### src/rtl/axis_dest_arb_pkg.sv
// Shared types and helpers for the AXI4-Stream TDEST packet arbiter.
//   state_e    : arbiter FSM state (StIdle, StXfer); other encodings are illegal.
//   MAX_PORTS  : largest supported requester count (also the number of debug slots).
//   IDX_W      : width of a requester index / round-robin pointer.
//   TDEST_IDLE : all-ones idle/discard TDEST code for a given width (up to 32 bits).
package axis_dest_arb_pkg;

    localparam int unsigned MAX_PORTS = 4;
    localparam int unsigned IDX_W     = 2;

    typedef enum logic [1:0] {
        StIdle = 2'b00,
        StXfer = 2'b01
    } state_e;

    function automatic logic [31:0] TDEST_IDLE(input int unsigned width);
        if (width >= 32) begin
            return '1;
        end
        return (32'd1 << width) - 32'd1;
    endfunction

endpackage

### src/rtl/axi4_stream_dest_arbiter_rr_pick.sv
// Combinational round-robin priority picker.
//   req_i  : request vector, one bit per requester
//   ptr_i  : index of the highest-priority requester for this pick
//   pick_o : one-hot winner (0 when nothing requests)
//   idx_o  : encoded winner index (0 when nothing requests)
//   any_o  : at least one request is present
module rr_pick
    import axis_dest_arb_pkg::*;
#(
    parameter int unsigned NumPorts = 4
) (
    input  logic [NumPorts-1:0] req_i,
    input  logic [IDX_W-1:0]    ptr_i,
    output logic [NumPorts-1:0] pick_o,
    output logic [IDX_W-1:0]    idx_o,
    output logic                any_o
);

    logic [IDX_W-1:0] cand;

    // Scan from the farthest candidate back towards ptr_i so the closest
    // requesting port (in wrap order) is the last, and therefore winning, assignment.
    always_comb begin
        pick_o = '0;
        idx_o  = '0;
        cand   = '0;
        any_o  = |req_i;
        for (int k = int'(NumPorts) - 1; k >= 0; k--) begin
            cand = IDX_W'((int'(ptr_i) + k) % int'(NumPorts));
            if (req_i[cand]) begin
                pick_o       = '0;
                pick_o[cand] = 1'b1;
                idx_o        = cand;
            end
        end
    end

endmodule

### src/rtl/axi4_stream_dest_arbiter.sv
// Packet-level round-robin arbiter sharing one AXI4-Stream master between up to
// four requesters. A requester is granted at a packet boundary, its TDEST is
// latched, and the grant is held until the TLAST handshake.
//   clk, rst_n      : clock, asynchronous active-low reset
//   S_AXIS_*        : per-requester slave streams (data/dest packed by index)
//   M_AXIS_*        : merged master stream; TDEST is all-ones when not valid
//   grant           : one-hot current owner, zero while idle
//   debug           : per-requester 32-bit packet counters at [32*i +: 32]
// Optional feature: define AXIS_DEST_ARB_STATS_EN to build the packet counters;
// otherwise debug is tied to zero.
module axi4_stream_dest_arbiter
    import axis_dest_arb_pkg::*;
#(
    parameter int unsigned C_NUM_PORTS       = 4,
    parameter int unsigned C_AXIS_DEST_WIDTH = 2,
    parameter int unsigned C_AXIS_DATA_WIDTH = 64
) (
    input  logic                                      clk,
    input  logic                                      rst_n,
    input  logic [C_NUM_PORTS-1:0]                    S_AXIS_TVALID,
    output logic [C_NUM_PORTS-1:0]                    S_AXIS_TREADY,
    input  logic [C_NUM_PORTS*C_AXIS_DATA_WIDTH-1:0]  S_AXIS_TDATA,
    input  logic [C_NUM_PORTS-1:0]                    S_AXIS_TLAST,
    input  logic [C_NUM_PORTS*C_AXIS_DEST_WIDTH-1:0]  S_AXIS_TDEST,
    output logic                                      M_AXIS_TVALID,
    input  logic                                      M_AXIS_TREADY,
    output logic [C_AXIS_DATA_WIDTH-1:0]              M_AXIS_TDATA,
    output logic                                      M_AXIS_TLAST,
    output logic [C_AXIS_DEST_WIDTH-1:0]              M_AXIS_TDEST,
    output logic [C_NUM_PORTS-1:0]                    grant,
    output logic [127:0]                              debug
);

    localparam logic [C_AXIS_DEST_WIDTH-1:0] TdestIdle =
        C_AXIS_DEST_WIDTH'(TDEST_IDLE(C_AXIS_DEST_WIDTH));
    localparam logic [IDX_W-1:0] LastIdx = IDX_W'(C_NUM_PORTS - 1);

    state_e                         state_q, state_d;
    logic [IDX_W-1:0]               ptr_q, ptr_d;
    logic [IDX_W-1:0]               gidx_q, gidx_d;
    logic [C_NUM_PORTS-1:0]         grant_q, grant_d;
    logic [C_AXIS_DEST_WIDTH-1:0]   tdest_q, tdest_d;

    logic [C_NUM_PORTS-1:0]         pick;
    logic [IDX_W-1:0]               pick_idx;
    logic                           pick_any;
    logic                           pkt_done;

    rr_pick #(
        .NumPorts (C_NUM_PORTS)
    ) u_rr_pick (
        .req_i  (S_AXIS_TVALID),
        .ptr_i  (ptr_q),
        .pick_o (pick),
        .idx_o  (pick_idx),
        .any_o  (pick_any)
    );

    // Final beat of the owned packet is accepted downstream this cycle.
    assign pkt_done = (state_q == StXfer) && S_AXIS_TVALID[gidx_q] && M_AXIS_TREADY
                      && S_AXIS_TLAST[gidx_q];

    // State register
    always_ff @(posedge clk or negedge rst_n) begin
        if (!rst_n) begin
            state_q <= StIdle;
            ptr_q   <= '0;
            gidx_q  <= '0;
            grant_q <= '0;
            tdest_q <= TdestIdle;
        end else begin
            state_q <= state_d;
            ptr_q   <= ptr_d;
            gidx_q  <= gidx_d;
            grant_q <= grant_d;
            tdest_q <= tdest_d;
        end
    end

    // Next-state logic
    always_comb begin
        state_d = state_q;
        ptr_d   = ptr_q;
        gidx_d  = gidx_q;
        grant_d = grant_q;
        tdest_d = tdest_q;
        case (state_q)
            StIdle: begin
                if (pick_any) begin
                    state_d = StXfer;
                    grant_d = pick;
                    gidx_d  = pick_idx;
                    tdest_d = S_AXIS_TDEST[pick_idx*C_AXIS_DEST_WIDTH +: C_AXIS_DEST_WIDTH];
                end
            end
            StXfer: begin
                // A withdrawn TVALID never releases the grant; only TLAST does.
                if (pkt_done) begin
                    state_d = StIdle;
                    grant_d = '0;
                    ptr_d   = (gidx_q == LastIdx) ? '0 : gidx_q + 1'b1;
                end
            end
            default: begin
                state_d = StIdle;
                grant_d = '0;
            end
        endcase
    end

    // Output logic
    always_comb begin
        S_AXIS_TREADY = '0;
        M_AXIS_TVALID = 1'b0;
        M_AXIS_TDATA  = '0;
        M_AXIS_TLAST  = 1'b0;
        M_AXIS_TDEST  = TdestIdle;
        if (state_q == StXfer) begin
            S_AXIS_TREADY = grant_q & {C_NUM_PORTS{M_AXIS_TREADY}};
            M_AXIS_TVALID = S_AXIS_TVALID[gidx_q];
            M_AXIS_TDATA  = S_AXIS_TDATA[gidx_q*C_AXIS_DATA_WIDTH +: C_AXIS_DATA_WIDTH];
            M_AXIS_TLAST  = S_AXIS_TLAST[gidx_q];
            if (S_AXIS_TVALID[gidx_q]) begin
                M_AXIS_TDEST = tdest_q;
            end
        end
    end

    assign grant = (state_q == StXfer) ? grant_q : '0;

`ifdef AXIS_DEST_ARB_STATS_EN
    logic [31:0] pkt_cnt_q [MAX_PORTS];

    always_ff @(posedge clk or negedge rst_n) begin
        if (!rst_n) begin
            for (int unsigned i = 0; i < MAX_PORTS; i++) begin
                pkt_cnt_q[i] <= '0;
            end
        end else if (pkt_done) begin
            for (int unsigned i = 0; i < MAX_PORTS; i++) begin
                if ((i < C_NUM_PORTS) && (gidx_q == IDX_W'(i))) begin
                    pkt_cnt_q[i] <= pkt_cnt_q[i] + 32'd1;
                end
            end
        end
    end

    always_comb begin
        debug = '0;
        for (int unsigned i = 0; i < MAX_PORTS; i++) begin
            if (i < C_NUM_PORTS) begin
                debug[32*i +: 32] = pkt_cnt_q[i];
            end
        end
    end
`else
    assign debug = '0;
`endif

endmodule
### config.mk
export PLATFORM = sky130hd
export DESIGN_NAME = axi4_stream_dest_arbiter
export DESIGN_NICKNAME = d
export VERILOG_FILES = /design/src/rtl/axis_dest_arb_pkg.sv /design/src/rtl/axi4_stream_dest_arbiter_rr_pick.sv /design/src/rtl/axi4_stream_dest_arbiter.sv
export SDC_FILE = /design/constraint.sdc
export NUM_CORES = 1
export LEC_CHECK = 0
export CAP_MARGIN = 20
export CORE_AREA = 2 2 188 190
export DETAILED_ROUTE_END_ITERATION = 8
export DIE_AREA = 0 0 190 192
export GPL_TIMING_DRIVEN = 0
export SLEW_MARGIN = 20
export SYNTH_ARGS = -nofsm -noshare
export SYNTH_HDL_FRONTEND = slang
export SYNTH_SLANG_ARGS = --single-unit
### constraint.sdc
create_clock -name clk -period 8.2 [get_ports clk]
set_input_delay 1.64 -clock clk [delete_from_list [all_inputs] [get_ports clk]]
set_output_delay 1.64 -clock clk [all_outputs]
set_load 0.05 [all_outputs]
==> results list <==
* Total global routing track utilization: 0.105
- The first routing iteration left 271 violations.
- In the synthesized netlist the dominant register cell turns out to be sky130_fd_sc_hd__dfrtp_1.
- No sink is reached through more buffers than the 2 on the longest clock path.
- Setup violations remaining at the end of the flow were counted as 0.
- The number of clock buffers added by TritonCTS is 3.
- Quantity of hold-fixing buffers added after cts: 0
- For this configuration, the core starts out at a cell density of 0.116.
* Final Power: 2740 uW
- The initial antenna violation count is 1.
* Pin count of the biggest net entering global routing: 12
- At the worst endpoint, the arrival time is 4000 ps.
- In the finished design, the share of the clock period the worst path needs comes to 0.687.
- The final layout contains 1152 nets.
- The tool flagged a number of max-cap violations equal to 0.
- Cell repeated most along the worst path: sky130_fd_sc_hd__clkdlybuf4s50_1
* Antenna-violating nets left: 0
- Derived from the worst setup path, the maximum achievable clock frequency is 177 MHz.
- Area leader, netlist: sky130_fd_sc_hd__mux4_2
- I/O pin count: 479
* Max-slew violations: 0
- Type of destination of the critical path: output pin
- After synthesis, the netlist uses 41 different library cells.
- GP Congestion: 0.827
- Core Rows: 68
- The largest single stage delay on the critical path is 710 ps.
- Most frequent cells after synthesis: 129 x sky130_fd_sc_hd__buf_4, 69 x sky130_fd_sc_hd__and2_1, 67 x sky130_fd_sc_hd__mux4_2
- Number of port buffers: 348
* Static leakage power: 0.00357 uW
- In this run, synthesis inferred 0 flip-flops with an integrated enable.
* Transition time at the pin with the least slew margin: 946 ps
- Final hold slack: 537 ps
- After layout, the minimum clock period comes to 5640 ps.
* Via count: 4508
* # clock sinks: 11
* Result of the run: finished, final reports clean
* Type of origin of the critical path: input port
* Total global routing overflow: 0
* Fill cell total of the finished layout: 3684
* Max rail drop VDD: 0.292 mV
- The first global-routing pass estimated 28.8 mm of wire.
- Before antenna repair, the detailed router went through 6 iterations.
- After clock tree synthesis, the clock-pin slew on the worst setup and hold paths is 40 ps.
- Synth Warn #: 0
- Post-synth ARST share: 1.00
- In this run the worst path has a maximum fanout of 10.
- After detailed routing, the average wire length per cell comes to 16.3 um.
- The root buffer cell chosen for the clock tree is sky130_fd_sc_hd__clkbuf_16.
- Critical path class: input port to output pin
- H-tree Lvls: 1
- The die covers 36500 um^2.
* Post-synthesis to final-layout area growth: 116%
- Synthesized instance count: 388
- The number of hold-slack violations in the final timing report was 0.
* Post-CTS setup repair buffer count: 0
- Syn Area/Cell: 10.3 um^2
- Pwr/cell area: 320 nW/um^2
- The repair_antennas step left the layout with diodes totalling 0.
- The slowest stage of the critical path belongs to the cell sky130_fd_sc_hd__clkdlybuf4s50_1.
- Register bit count reported by yosys: 11
- The cell area that synthesis handed to floorplanning was 3980 um^2.
- Final setup skew: 2.23 ps
- The routed design has 21.5 mm of wire.
* Relative slew slack: 0.369
- The signal on the critical path passes through clkdlybuf4s50_1, clkbuf_1, mux4_2, nand2_1, or2_2, clkdlybuf4s50_1.
- Dividing the detail-routed via count by the number of cells gives 3.41.
- In the final timing run, aggregate negative setup slack is 0 ps.
- Setup repair after global routing left no endpoint under its margin.
* DRC violation count after routing: 0
* Vias in the first global route: 4363
- Required time at the worst-slack endpoint: 6560 ps
* Share of the synthesized area in the top cell type: 0.379
* # resized after CTS: 0
* Insertion delay of the later-clocked pin in the worst-skew pair: 240 ps
* Hold crit path type: register to register
- Most frequently used cell type in the post-synthesis netlist: sky130_fd_sc_hd__buf_4
- Measured along the y axis, the die boundary spans 192 um.
- Yosys attributes the largest share of cell area to sky130_fd_sc_hd__mux4_2 38%, sky130_fd_sc_hd__buf_4 24%, sky130_fd_sc_hd__and2_1 11%.
- TritonCTS built the clock tree.
- After legalization and detailed placement, the total HPWL measured 19.2 mm.
- Share of post-route cells with drive strength above 1: 0.254
- The core region is 34300 um^2.
- Chip Width: 190 um
- The share of the Yosys chip area taken by registers is 0.0698.
* Share of the core filled with cells: 0.250
## critical path, delay by kind of cell
| kind | cells | cell delay [ps] |
|---|---|---|
| mux | 1 | 350 |
| simple gates | 2 | 470 |
| buf+inv | 3 | 1530 |
## power breakdown
part	switching, uW	internal [uW]	leakage, uW	total, uW
logic	1530	1010	0.00340	2540
registers	31.3	83.3	0.000134	115
clock network	23.7	65.2	0.0000382	88.9
total	1580	1160	0.00357	2740
## logic make-up after synthesis
logic type,synth area share
buf+inv,0.281
simple gates,0.148
mux,0.420
compound gates,0.0525
flops,0.0698
fa+ha+maj,0.0283
other cells,0.000943
## worst paths after layout
kind                                   from         endpoint  slack, ps  cells after the start
max                        S_AXIS_TVALID[2]  M_AXIS_TDEST[1]       2560                      6
min                              grant_q[0]       grant_q[0]        540                      1
max reg2reg                        ptr_q[0]       tdest_q[1]       5130                      6
min reg2reg                      grant_q[0]       grant_q[0]        540                      1
max in group asynchronous             rst_n       tdest_q[1]       6090                      1
min in group asynchronous             rst_n       grant_q[1]       1750                      1
## metrics by stage
stage | setup WS, ps | instances | instance area, um^2
final | 2560 | 1322 | 8590
after global routing | 2400 | 1322 | 8590
after CTS | 2540 | 1322 | 8590
after detailed placement | 2550 | 1318 | 8510
after global placement | 2580 | 1318 | 8510
after floorplan | 3920 | 515 | 4450
## layer usage
layer	GRT usage	share of wire	up-vias
met2	0.189	0.51	266
li1	-	-	2126
met1	0.132	0.39	2110
met3	0.0241	0.094	6
met4	0.00745	0.0042	0
met5	0	0	-
## area by class of cell
| class | instances | area, um^2 | share of cell area |
|---|---|---|---|
| multi-input combinational | 342 | 3060 | 0.356 |
| clock buffer | 4 | 78.8 | 0.00918 |
| sequential | 11 | 278 | 0.0324 |
| inverter | 5 | 18.8 | 0.00219 |
| timing repair buffer | 348 | 3480 | 0.406 |
| buffer | 157 | 1100 | 0.128 |
| tap | 455 | 569 | 0.0663 |
## sequential cells by signal, summed over array words and instances (netlist names)
name     count
state_q      1
grant_q      4
tdest_q      2
gidx_q       2
ptr_q        2
## placed cells by master (no fill, tap or decap), drive strengths merged, types with 2 or more instances in the layout
cell	netlist	layout
clkdlybuf4s50	0	348
and2	69	69
clkbuf	14	18
a31oi	2	2
mux2	6	6
o21ai	7	7
or2	3	3
mux2i	4	4
nor3b	2	2
mux4	69	69
nor2b	5	5
nor2	3	3
nand2	6	6
a222oi	4	4
and3	4	4
conb	1	128
a22o	4	4
dfstp	2	2
a21oi	3	3
buf	143	143
ha	9	9
inv	5	5
dfrtp	9	9
Note: power is estimated with default switching activity, not from simulation.
==> variant: new RTL, same flow settings <==
`C_NUM_PORTS`: 4 -> 2.
--- a/src/rtl/axi4_stream_dest_arbiter.sv
+++ b/src/rtl/axi4_stream_dest_arbiter.sv
@@ -11,7 +11,7 @@
 module axi4_stream_dest_arbiter
     import axis_dest_arb_pkg::*;
 #(
-    parameter int unsigned C_NUM_PORTS       = 4,
+    parameter int unsigned C_NUM_PORTS       = 2,
     parameter int unsigned C_AXIS_DEST_WIDTH = 2,
     parameter int unsigned C_AXIS_DATA_WIDTH = 64
 ) (
Interface: changed (6 resized); port bits go from 479 to 339. The function was not compared with the original's and may differ.
==> variant against the unedited design <==
Wire length decreased by 48%. Critical path depth decreased by 1. Global-route usage decreased by 5.1 points. Die area unchanged. Sequential cell count decreased by 4. Non-clock buffer count decreased by 151. Design area decreased by 33%. Area after synthesis decreased by 36%. Worst setup slack improved by 350 ps. Largest cell class unchanged. Total power decreased by 40%.
==> variant: results (changes against the unedited design) <==
Status: complete, no violations (unchanged). The detailed router's first-iteration violation count is 25 (was 271). The wire length of the first global-routing pass is 15.2 mm (was 28.8 mm).

The post-DP HPWL came to 10.1 mm (was 19.2 mm). The share of post-route cells with drive strength above 1 came out at 22.7% (was 25.4%). The number of antenna violations at the first check in global routing is 1 (unchanged).

The number of H-tree levels came out at 1 (unchanged). In the final layout, the registers with the most flip-flops are grant_q: 2 flops, tdest_q: 2 flops. The clock tree root buffer cell is clkbuf_16 (unchanged). The count of port buffers added during placement is 210 (was 348). The measured slew at the worst slew-check pin is 794 ps (was 946 ps).

The weighted congestion reported at the end of routability-driven placement came to 0.711 (was 0.827). The global-route total usage across every layer is 5.41% (was 10.5%). The count of cells resized by post-cts repair is 0 (unchanged). The count of yosys warnings during synthesis came out at 0 (unchanged). The largest clock skew in the final design came out at 4.81 ps (was 2.23 ps). Commonest cells in the synthesized netlist: buf_4 (129), nor2b_1 (66), mux2i_1 (65), clkbuf_1 (7), buf_6 (6) (was buf_4 (129), and2_1 (69), mux4_2 (67), clkbuf_1 (14)).

The total via count after detailed routing was 2814 (was 4508). The leakage dissipation came out at 2.63 nW (was 3.57 nW). The number of iterations in the first detailed-routing pass came out at 3 (was 6). The top flip-flop cell by instance count after synthesis was dfrtp_1 (unchanged).

The clock latency of the later-clocked register in the worst-skew pair is 230 ps. The clock slew at the register clock pins of the worst setup and hold paths is 30 ps. The peak ir drop on the vdd network is 0.000109 V (was 0.000292 V). The net count of the finished layout came out at 795 (was 1152). The arrival time of the worst setup path is 3640 ps (was 4000 ps). The number of buffers added for setup after CTS came to 0 (unchanged).

The largest fanout of any net on the critical path is 8 (was 10). The filler cell count in the final layout is 3882 (was 3684). The classification of the worst-slack hold path is reg2reg (unchanged). The post-placement setup slack came out at 2890 ps (was 2550 ps). The number of distinct library cells after synthesis came out at 27 (was 41). The total length of routed wires came to 11.2 mm (was 21.5 mm).

The maximum clock path buffer count came out at 2 (unchanged). The CTS buffer count is 3 (unchanged). The largest net degree at the start of global routing came to 11 (was 12).

The via count of the first global-routing pass came out at 2641 (was 4363). The share of flip-flops with an asynchronous set or reset after synthesis is 100% (unchanged). Largest cells by area after synthesis: buf_4 (38%), mux2i_1 (26%), nor2b_1 (16%), dfrtp_1 (4.9%), buf_6 (2.7%) (was mux4_2 (38%), buf_4 (24%), and2_1 (11%), dfrtp_1 (5.7%), ha_1 (2.8%)). The fraction of the yosys area taken by sequential cells is 7.00% (was 6.98%).
==> variant: path summary, 6_finish.rpt <==
check                                   to  slack (ps)        startpoint  depth (start not counted)
max                        M_AXIS_TDEST[0]        2920  S_AXIS_TVALID[1]                          5
min                             tdest_q[0]         500        tdest_q[0]                          2
max reg2reg                       ptr_q[0]        6820         gidx_q[0]                          4
min reg2reg                     tdest_q[0]         500        tdest_q[0]                          2
max in group asynchronous       tdest_q[0]        6230             rst_n                          1
min in group asynchronous       grant_q[0]        1670             rst_n                          1
==> variant: metal layers <==
layer | global-route usage (%) | part of all wire (%)
met5 | 0 | 0
met4 | 0.805 | 0.91
met3 | 1.11 | 9.9
met2 | 10.8 | 53
met1 | 5.89 | 37
==> variant: layout make-up <==
class | instances | area, µm² | share of cell area [%]
Timing Repair Buffer | 210 | 2100 | 36.4
Antenna cell | 2 | 5.00 | 0.0867
Sequential cell | 7 | 178 | 3.08
Inverter | 4 | 15.0 | 0.260
Buffer | 144 | 1070 | 18.6
Tap cell | 455 | 569 | 9.86
Multi-Input combinational cell | 286 | 1750 | 30.3
Clock buffer | 4 | 78.8 | 1.37
==> variant: worst max-delay path, stage by stage <==
cell and delay, ps:
clkdlybuf4s50_1 610, mux2_4 230, nand2_1 100, or2_2 330
clkdlybuf4s50_1 730
==> variant: report_power, final <==
part           total (mW)  leakage (nW)  switching (mW)  internal (mW)
Clock              0.0840        0.0382          0.0193         0.0648
Combinational        1.48          2.51           0.946          0.535
Sequential         0.0680        0.0805          0.0139         0.0541
==> variant: cell families after synthesis <==
kind of cell / Yosys count / share of synthesized area, %
muxes: 67 / 26.8
and+or+nand+nor: 77 / 19.4
DFF: 7 / 7.00
buffers and inverters: 148 / 42.8
other: 1 / 0.148
AOI/OAI and AO/OA: 14 / 3.89
==> variant: per-stage QoR <==
stage	hold WS (ps)	cells	cell area, µm²	util, %	power [mW]
6_report	497	1112	5770	16.8	1.63
5_1_grt	541	1111	5770	16.8	1.72
4_1_cts	503	1110	5770	16.8	1.66
3_5_place_dp	499	1106	5690	16.6	1.57
3_3_place_gp	497	1106	5690	16.6	1.57
2_1_floorplan	478	441	3020	-	1.11
